==> src/rtl/sdram_port_arbiter_pkg.sv <==
// Shared encodings and widths for the two-port SDRAM command arbiter.
package sdram_port_arbiter_pkg;

  localparam int SDRAM_WORD_W = 32;
  localparam int STRB_W       = 4;

  typedef enum logic [1:0] {
    ST_IDLE  = 2'd0,
    ST_ISSUE = 2'd1,
    ST_WAIT  = 2'd2
  } state_t;

  typedef enum logic {
    OWN_I = 1'b0,
    OWN_D = 1'b1
  } owner_t;

endpackage

==> src/rtl/sdram_port_arbiter_if.sv <==
// Requester (I/D) and controller command-port signals; the arbiter uses the slave view,
// the surrounding requesters and controller the master view.
interface sdram_port_arbiter_if #(
  parameter int ADDR_W = 25
);
  import sdram_port_arbiter_pkg::*;

  logic                    i_req;
  logic [ADDR_W-1:0]       i_addr;
  logic                    i_ready;
  logic [SDRAM_WORD_W-1:0] i_rdata;

  logic                    d_req;
  logic                    d_we;
  logic [ADDR_W-1:0]       d_addr;
  logic [SDRAM_WORD_W-1:0] d_wdata;
  logic [STRB_W-1:0]       d_wstrb;
  logic                    d_ready;
  logic [SDRAM_WORD_W-1:0] d_rdata;

  logic                    m_valid;
  logic                    m_we;
  logic [ADDR_W-1:0]       m_addr;
  logic [SDRAM_WORD_W-1:0] m_wdata;
  logic [STRB_W-1:0]       m_wstrb;
  logic                    m_accept;
  logic                    m_done;
  logic [SDRAM_WORD_W-1:0] m_rdata;

  modport slave (
    input  i_req, i_addr, d_req, d_we, d_addr, d_wdata, d_wstrb,
           m_accept, m_done, m_rdata,
    output i_ready, i_rdata, d_ready, d_rdata,
           m_valid, m_we, m_addr, m_wdata, m_wstrb
  );

  modport master (
    output i_req, i_addr, d_req, d_we, d_addr, d_wdata, d_wstrb,
           m_accept, m_done, m_rdata,
    input  i_ready, i_rdata, d_ready, d_rdata,
           m_valid, m_we, m_addr, m_wdata, m_wstrb
  );

endinterface

==> src/rtl/sdram_arb_pick.sv <==
// Winner selection between I and D with a starvation counter that forces I
// through after MAX_SKIP consecutive D grants.
module sdram_arb_pick
  import sdram_port_arbiter_pkg::*;
#(
  parameter int MAX_SKIP = 4
) (
  input  logic   clk,
  input  logic   rst_n,
  input  logic   i_req,
  input  logic   d_req,
  input  logic   grant,
  output owner_t winner
);

  localparam int              SKIP_W   = $clog2(MAX_SKIP + 1);
  localparam logic [SKIP_W-1:0] SKIP_MAX = SKIP_W'(MAX_SKIP);

  logic [SKIP_W-1:0] skip_q;

  assign winner = (!d_req || (i_req && skip_q == SKIP_MAX)) ? OWN_I : OWN_D;

  // NOTE: sequential state uses <= so every register samples pre-edge values.
  always_ff @(posedge clk or negedge rst_n) begin
    if (!rst_n) begin
      skip_q <= '0;
    end else if (!i_req || (grant && winner == OWN_I)) begin
      skip_q <= '0;
    end else if (grant && skip_q != SKIP_MAX) begin
      skip_q <= skip_q + SKIP_W'(1);
    end
  end

endmodule

==> src/rtl/sdram_port_arbiter.sv <==
// Shares one SDRAM controller command port between instruction fetch (I) and
// data load/store (D), one whole transaction at a time.
module sdram_port_arbiter
  import sdram_port_arbiter_pkg::*;
#(
  parameter int ADDR_W   = 25,
  parameter int MAX_SKIP = 4
) (
  input  logic                 clk,
  input  logic                 rst_n,
  input  logic                 init_done,
  sdram_port_arbiter_if.slave  bus,
  output logic                 busy
);

  state_t state_q, state_d;
  owner_t owner_q, winner;
  logic   load_cmd, accept_cmd, take_done;

  logic                    cmd_we;
  logic [ADDR_W-1:0]       cmd_addr;
  logic [SDRAM_WORD_W-1:0] cmd_wdata;
  logic [STRB_W-1:0]       cmd_wstrb;

  sdram_arb_pick #(.MAX_SKIP(MAX_SKIP)) u_pick (
    .clk    (clk),
    .rst_n  (rst_n),
    .i_req  (bus.i_req),
    .d_req  (bus.d_req),
    .grant  (load_cmd),
    .winner (winner)
  );

  // NOTE: every always_comb output gets a default first, so no path can infer a latch.
  always_comb begin
    state_d    = state_q;
    load_cmd   = 1'b0;
    accept_cmd = 1'b0;
    take_done  = 1'b0;
    case (state_q)
      ST_IDLE: begin
        if (init_done && (bus.i_req || bus.d_req)) begin
          load_cmd = 1'b1;
          state_d  = ST_ISSUE;
        end
      end
      ST_ISSUE: begin
        // m_done is deliberately ignored until the command has been accepted.
        if (bus.m_accept) begin
          accept_cmd = 1'b1;
          state_d    = ST_WAIT;
        end
      end
      ST_WAIT: begin
        if (bus.m_done) begin
          take_done = 1'b1;
          state_d   = ST_IDLE;
        end
      end
      default: state_d = ST_IDLE;
    endcase
  end

  // Instruction fetches are always full-word reads with no byte enables.
  always_comb begin
    cmd_we    = 1'b0;
    cmd_addr  = bus.i_addr;
    cmd_wdata = '0;
    cmd_wstrb = '0;
    if (winner == OWN_D) begin
      cmd_we    = bus.d_we;
      cmd_addr  = bus.d_addr;
      cmd_wdata = bus.d_wdata;
      cmd_wstrb = bus.d_wstrb;
    end
  end

  always_ff @(posedge clk or negedge rst_n) begin
    if (!rst_n) begin
      state_q <= ST_IDLE;
    end else begin
      state_q <= state_d;
    end
  end

  always_ff @(posedge clk or negedge rst_n) begin
    if (!rst_n) begin
      owner_q     <= OWN_I;
      bus.m_valid <= 1'b0;
      bus.m_we    <= 1'b0;
      bus.m_addr  <= '0;
      bus.m_wdata <= '0;
      bus.m_wstrb <= '0;
    end else if (load_cmd) begin
      owner_q     <= winner;
      bus.m_valid <= 1'b1;
      bus.m_we    <= cmd_we;
      bus.m_addr  <= cmd_addr;
      bus.m_wdata <= cmd_wdata;
      bus.m_wstrb <= cmd_wstrb;
    end else if (accept_cmd) begin
      bus.m_valid <= 1'b0;
    end
  end

  // NOTE: the rdata holding registers are reset as well, since every output must read 0 out of reset.
  always_ff @(posedge clk or negedge rst_n) begin
    if (!rst_n) begin
      bus.i_ready <= 1'b0;
      bus.d_ready <= 1'b0;
      bus.i_rdata <= '0;
      bus.d_rdata <= '0;
    end else begin
      bus.i_ready <= take_done && (owner_q == OWN_I);
      bus.d_ready <= take_done && (owner_q == OWN_D);
      if (take_done && owner_q == OWN_I) bus.i_rdata <= bus.m_rdata;
      if (take_done && owner_q == OWN_D) bus.d_rdata <= bus.m_rdata;
    end
  end

  assign busy = (state_q != ST_IDLE);

endmodule

==> src/flat_wrapper.sv <==
// flat-port wrapper written by rule: the top's interface ports become plain ports
module sdram_port_arbiter_flat import sdram_port_arbiter_pkg::*;
#(
  parameter int ADDR_W   = 25,
  parameter int MAX_SKIP = 4
)
  (clk, rst_n, init_done, busy, bus_i_req, bus_i_addr, bus_d_req, bus_d_we, bus_d_addr, bus_d_wdata, bus_d_wstrb, bus_m_accept, bus_m_done, bus_m_rdata, bus_i_ready, bus_i_rdata, bus_d_ready, bus_d_rdata, bus_m_valid, bus_m_we, bus_m_addr, bus_m_wdata, bus_m_wstrb);
  sdram_port_arbiter_if #(.ADDR_W(ADDR_W)) bus_i ();
  input  logic clk;
  input  logic rst_n;
  input  logic init_done;
  output logic busy;
  input wire logic [$bits(bus_i.i_req)-1:0] bus_i_req;
  input wire logic [$bits(bus_i.i_addr)-1:0] bus_i_addr;
  input wire logic [$bits(bus_i.d_req)-1:0] bus_d_req;
  input wire logic [$bits(bus_i.d_we)-1:0] bus_d_we;
  input wire logic [$bits(bus_i.d_addr)-1:0] bus_d_addr;
  input wire logic [$bits(bus_i.d_wdata)-1:0] bus_d_wdata;
  input wire logic [$bits(bus_i.d_wstrb)-1:0] bus_d_wstrb;
  input wire logic [$bits(bus_i.m_accept)-1:0] bus_m_accept;
  input wire logic [$bits(bus_i.m_done)-1:0] bus_m_done;
  input wire logic [$bits(bus_i.m_rdata)-1:0] bus_m_rdata;
  output wire logic [$bits(bus_i.i_ready)-1:0] bus_i_ready;
  output wire logic [$bits(bus_i.i_rdata)-1:0] bus_i_rdata;
  output wire logic [$bits(bus_i.d_ready)-1:0] bus_d_ready;
  output wire logic [$bits(bus_i.d_rdata)-1:0] bus_d_rdata;
  output wire logic [$bits(bus_i.m_valid)-1:0] bus_m_valid;
  output wire logic [$bits(bus_i.m_we)-1:0] bus_m_we;
  output wire logic [$bits(bus_i.m_addr)-1:0] bus_m_addr;
  output wire logic [$bits(bus_i.m_wdata)-1:0] bus_m_wdata;
  output wire logic [$bits(bus_i.m_wstrb)-1:0] bus_m_wstrb;
  assign bus_i.i_req = bus_i_req;
  assign bus_i.i_addr = bus_i_addr;
  assign bus_i.d_req = bus_d_req;
  assign bus_i.d_we = bus_d_we;
  assign bus_i.d_addr = bus_d_addr;
  assign bus_i.d_wdata = bus_d_wdata;
  assign bus_i.d_wstrb = bus_d_wstrb;
  assign bus_i.m_accept = bus_m_accept;
  assign bus_i.m_done = bus_m_done;
  assign bus_i.m_rdata = bus_m_rdata;
  assign bus_i_ready = bus_i.i_ready;
  assign bus_i_rdata = bus_i.i_rdata;
  assign bus_d_ready = bus_i.d_ready;
  assign bus_d_rdata = bus_i.d_rdata;
  assign bus_m_valid = bus_i.m_valid;
  assign bus_m_we = bus_i.m_we;
  assign bus_m_addr = bus_i.m_addr;
  assign bus_m_wdata = bus_i.m_wdata;
  assign bus_m_wstrb = bus_i.m_wstrb;
  sdram_port_arbiter #(.ADDR_W(ADDR_W), .MAX_SKIP(MAX_SKIP)) u_core (.clk(clk), .rst_n(rst_n), .init_done(init_done), .bus(bus_i), .busy(busy));
endmodule
==> config.mk <==
export PLATFORM = sky130hd
export DESIGN_NAME = sdram_port_arbiter_flat
export DESIGN_NICKNAME = d
export VERILOG_FILES = /design/src/rtl/sdram_port_arbiter_pkg.sv /design/src/rtl/sdram_port_arbiter_if.sv /design/src/rtl/sdram_arb_pick.sv /design/src/rtl/sdram_port_arbiter.sv /design/src/flat_wrapper.sv
export SDC_FILE = /design/constraint.sdc
export NUM_CORES = 1
export LEC_CHECK = 0
export BUFFER_PORTS_ARGS = -buffer_cell sky130_fd_sc_hd__buf_2
export CAP_MARGIN = 25
export CORE_ASPECT_RATIO = 0.7
export CORE_MARGIN = 2
export CORE_UTILIZATION = 46
export DETAILED_ROUTE_END_ITERATION = 6
export GPL_TIMING_DRIVEN = 0
export PLACE_DENSITY = 0.79
export SYNTH_ARGS = -nofsm -noshare
export SYNTH_HDL_FRONTEND = slang
export SYNTH_HIERARCHICAL = 1
export SYNTH_SLANG_ARGS = --single-unit
==> constraint.sdc <==
create_clock -name clk -period 2.4 [get_ports clk]
set_input_delay 0.36 -clock clk [delete_from_list [all_inputs] [get_ports clk]]
set_output_delay 0.36 -clock clk [all_outputs]
set_load 0.05 [all_outputs]
==> flow_summary.ini <==
[run_status]
outcome = completed

[global_routing]
first_pass_grt_wire_length_mm = 22.3
first_global_vias = 4397
antenna_found_initial = 0
grt_max_degree = 80
groute.usage.overall_pct = 22.3
globalRoute.totalOverflow = 0

[route]
detail_route.wirelength_mm = 14.4
drc = 0
via_count = 4172
dr_wl_met3_mm = 1.14
m1WireLength_mm = 5.88
wire_per_inst_um = 16.8
top_layer_used = met4
drtIter0Drc = 121
drtAntennaViolNets = 0
total_met2_wirelength_after_detailed_routing_mm = 7.15
drt-pass1-iter-count = 6
route.detailed.vias_per_inst = 4.86

[clock_network]
cts_setup_buffers = 0
tritoncts.num_buffers = 17
cts_root_buf = clkbuf_16
clk_buf_depth = 2
clock_pin_slew_reported_for_the_worst_setup_and_hold_paths_after_clock_tree_synthesis_ns = 0.06
numClockSinks = 135
cts_tree = built
clk_latency_ns = 0.41
clock_tree.htree_level_count = 4

[critical_path]
start_kind = register
worst-r2r-setup-slack_ns = 0.26
r2r.worst_path.cells = 9
crit-reg2reg-capture = u_core/bus.m_wdata[21]
timing.setup.critical_path_class = reg2reg
worst-endpoint-required_ns = 2.72
crit_path_max_fanout = 10
timing.critical_path.from = u_core/u_pick/skip_q[0]
critPathArrivalTime_ns = 2.46
critical_path_capture_point = u_core/bus.m_wdata[21]
timing.critical_path.to_type = register
critical_path.reg2reg.startpoint = u_core/u_pick/skip_q[0]

[synth]
synth_sequential_area_ratio_pct = 59.6
synth_warnings = 6
adder_and_majority_gate_portion_of_the_synthesized_area_pct = 0.442
post_synth_inst_count = 413
synth_compound_area_share_pct = 0.905
ys_types = 24
synth_simple_gate_area_share_pct = 4.28
main_combinational_cell_family_by_area_after_synthesis = multiplexers
synth.cell_area_mm2 = 0.00567
yosys.area_share.xor_xnor_pct = 0
ys_top_cells_by_area = dfrtp_1, mux2_2, mux2i_1, inv_1, nand2_1
syn_area_per_cell_um2 = 13.7
portion_of_netlist_area_occupied_by_mux_cells_pct = 29.4
synth.net_count = 541
yosys_register_bits = 135
synthDominantAreaCellType = dfrtp_1
synth.top_cell.area_share_pct = 59.6

[cells_and_area]
final_nets = 817
proportion_of_layout_cells_with_a_drive_suffix_above_1_pct = 59.8
area_growth_pct = 38.0
layout.cells.most_common_list = buf_2, dfrtp_1, mux2_2
most_common_library_cell_in_the_layout_ignoring_fill_and_taps = buf_2
n_fill_cell = 908
n_antenna_cell = 0
final_cell_count_no_fill = 858

[timing]
timing.final.crit_share_pct = 89.2
clock_skew_ns = 0.0135
setup_viol_count_final = 0
unrepaired_setup_endpoints_after_global_routing = no
fmax_mhz = 467
timing.slew.headroom_pct = 64.4
timing.final.ws_setup_ns = 0.260
final.min_clock_period_ns = 2.14
maxSlewViolCount = 0
timing.final.hold_violations = 0
worstMarginPinSlew_ns = 0.533
hold_slack_final_ns = 0.184

[floorplan]
floorplan.initialDensity_pct = 47.8
core-area_mm2 = 0.0119
floorplan.die_area_mm2 = 0.0132
die_y_um = 96.9
number_of_core_rows = 33
ioPinCount = 256
dieWidth_um = 137

[power_and_ir_drop]
part_of_the_power_in_registers_pct = 29.2
vdd_ir_drop_max_mv = 0.992
report.power.total_uw = 13400
power_switching_uw = 6570
p_sw_share_pct = 49.0
power.static_leakage_uw = 0.00421
power.share.clock_pct = 20.8
power.internal_uw = 6850
power_density_mw_per_mm2 = 1720
comb_power_share_pct = 50.1

[job]
max_cap_viol_count = 0

[placed_design]
final_weighted_congestion_in_routability_driven_placement = 0.753
io_buffers = 255
place_worst_setup_slack_ns = 0.252
detailedPlacementHpwl_mm = 10.7
placed_cells_incl_taps = 826

[worst_hold_path]
worstHoldPathType = in2reg
==> critical path, cell delays in order, from the launching register on <==
cell      delay, ns
dfrtp_1        0.37
inv_1          0.07
ha_1           0.23
a31oi_1        0.14
buf_4          0.21
buf_6          0.17
buf_4          0.21
clkbuf_1       0.38
nand2_1        0.11
mux2i_1        0.17
==> metal layers <==
| layer | track usage, % | vias up |
|---|---|---|
| li1 | - | 1944 |
| met1 | 26.1 | 2023 |
| met2 | 38.2 | 184 |
| met3 | 7.39 | 21 |
| met4 | 7.61 | 0 |
| met5 | 0 | - |
==> kinds of logic after synthesis <==
group           Yosys count
mux                     152
flops                   135
buf+inv                  64
simple gates             52
compound gates            8
fa+ha+maj                 2
==> worst min-delay path by stage <==
stage,from,end,depth (start not counted)
5_1_grt,bus_m_rdata[2],u_core/bus.i_rdata[2],2
4_1_cts,bus_m_rdata[2],u_core/bus.i_rdata[2],2
3_3_place_gp,u_core/bus.m_valid,u_core/bus.m_valid,2
3_5_place_dp,rst_n,u_core/bus.m_addr[10],1
2_1_floorplan,rst_n,u_core/bus.d_rdata[0],0
6_report,bus_m_rdata[2],u_core/bus.i_rdata[2],2
==> flip-flops by register name, summed over array words and instances, names as in the netlist <==
name                  cells
u_core/bus.m_we           1
u_core/bus.m_addr        25
u_core/u_pick/skip_q      3
u_core/owner_q            1
u_core/bus.d_ready        1
u_core/bus.m_wstrb        4
u_core/bus.d_rdata       32
u_core/bus.m_valid        1
u_core/bus.i_rdata       32
u_core/bus.m_wdata       32
u_core/bus.i_ready        1
u_core/state_q            2
==> power groups by stage <==
stage | clock (uW) | combinational, uW | sequential, uW
after floorplan | 0 | 1370 | 7590
after global placement | 0 | 6620 | 3850
after detailed placement | 0 | 6750 | 3940
after CTS | 2840 | 6780 | 3930
after global routing | 2940 | 7010 | 4050
final | 2790 | 6720 | 3920
==> what timing repair did <==
action / CTS / global route
resized for setup: 0 / 0
hold buffers: 1 / 0
endpoints found under the hold margin: 56 / 0
==> cell usage after synthesis, drive strengths merged <==
library cell and number:
a21boi 3, a31oi 1, buf 18, clkbuf 2, dfrtp 135, ha 2
inv 44, mux2 115, mux2i 37, nand2 42, nand2b 2, nand3b 1
nand4 2, nand4b 2, nor2 1, nor3b 2, o211ai 1, o21ai 3
==> cell type report <==
cell class	count	area, um^2	area share (%)
buffer	20	138	1.76
clock buffer	19	443	5.67
clock inverter	12	191	2.45
inverter	44	165	2.11
multi-input combinational	214	1980	25.4
sequential	135	3380	43.2
tap	157	196	2.51
timing repair buffer	257	1320	16.9
==> per-stage QoR <==
step / utilization, % / instance area [um^2] / setup TNS (ns)
detailed placement: 60.5 / 7170 / 0
floorplan: - / 5670 / 0
global placement: 60.2 / 7140 / -96.11
finish: 66.0 / 7820 / 0
global route: 66.0 / 7820 / 0
CTS: 66.0 / 7820 / 0
Note: power is estimated with default switching activity, not from simulation.
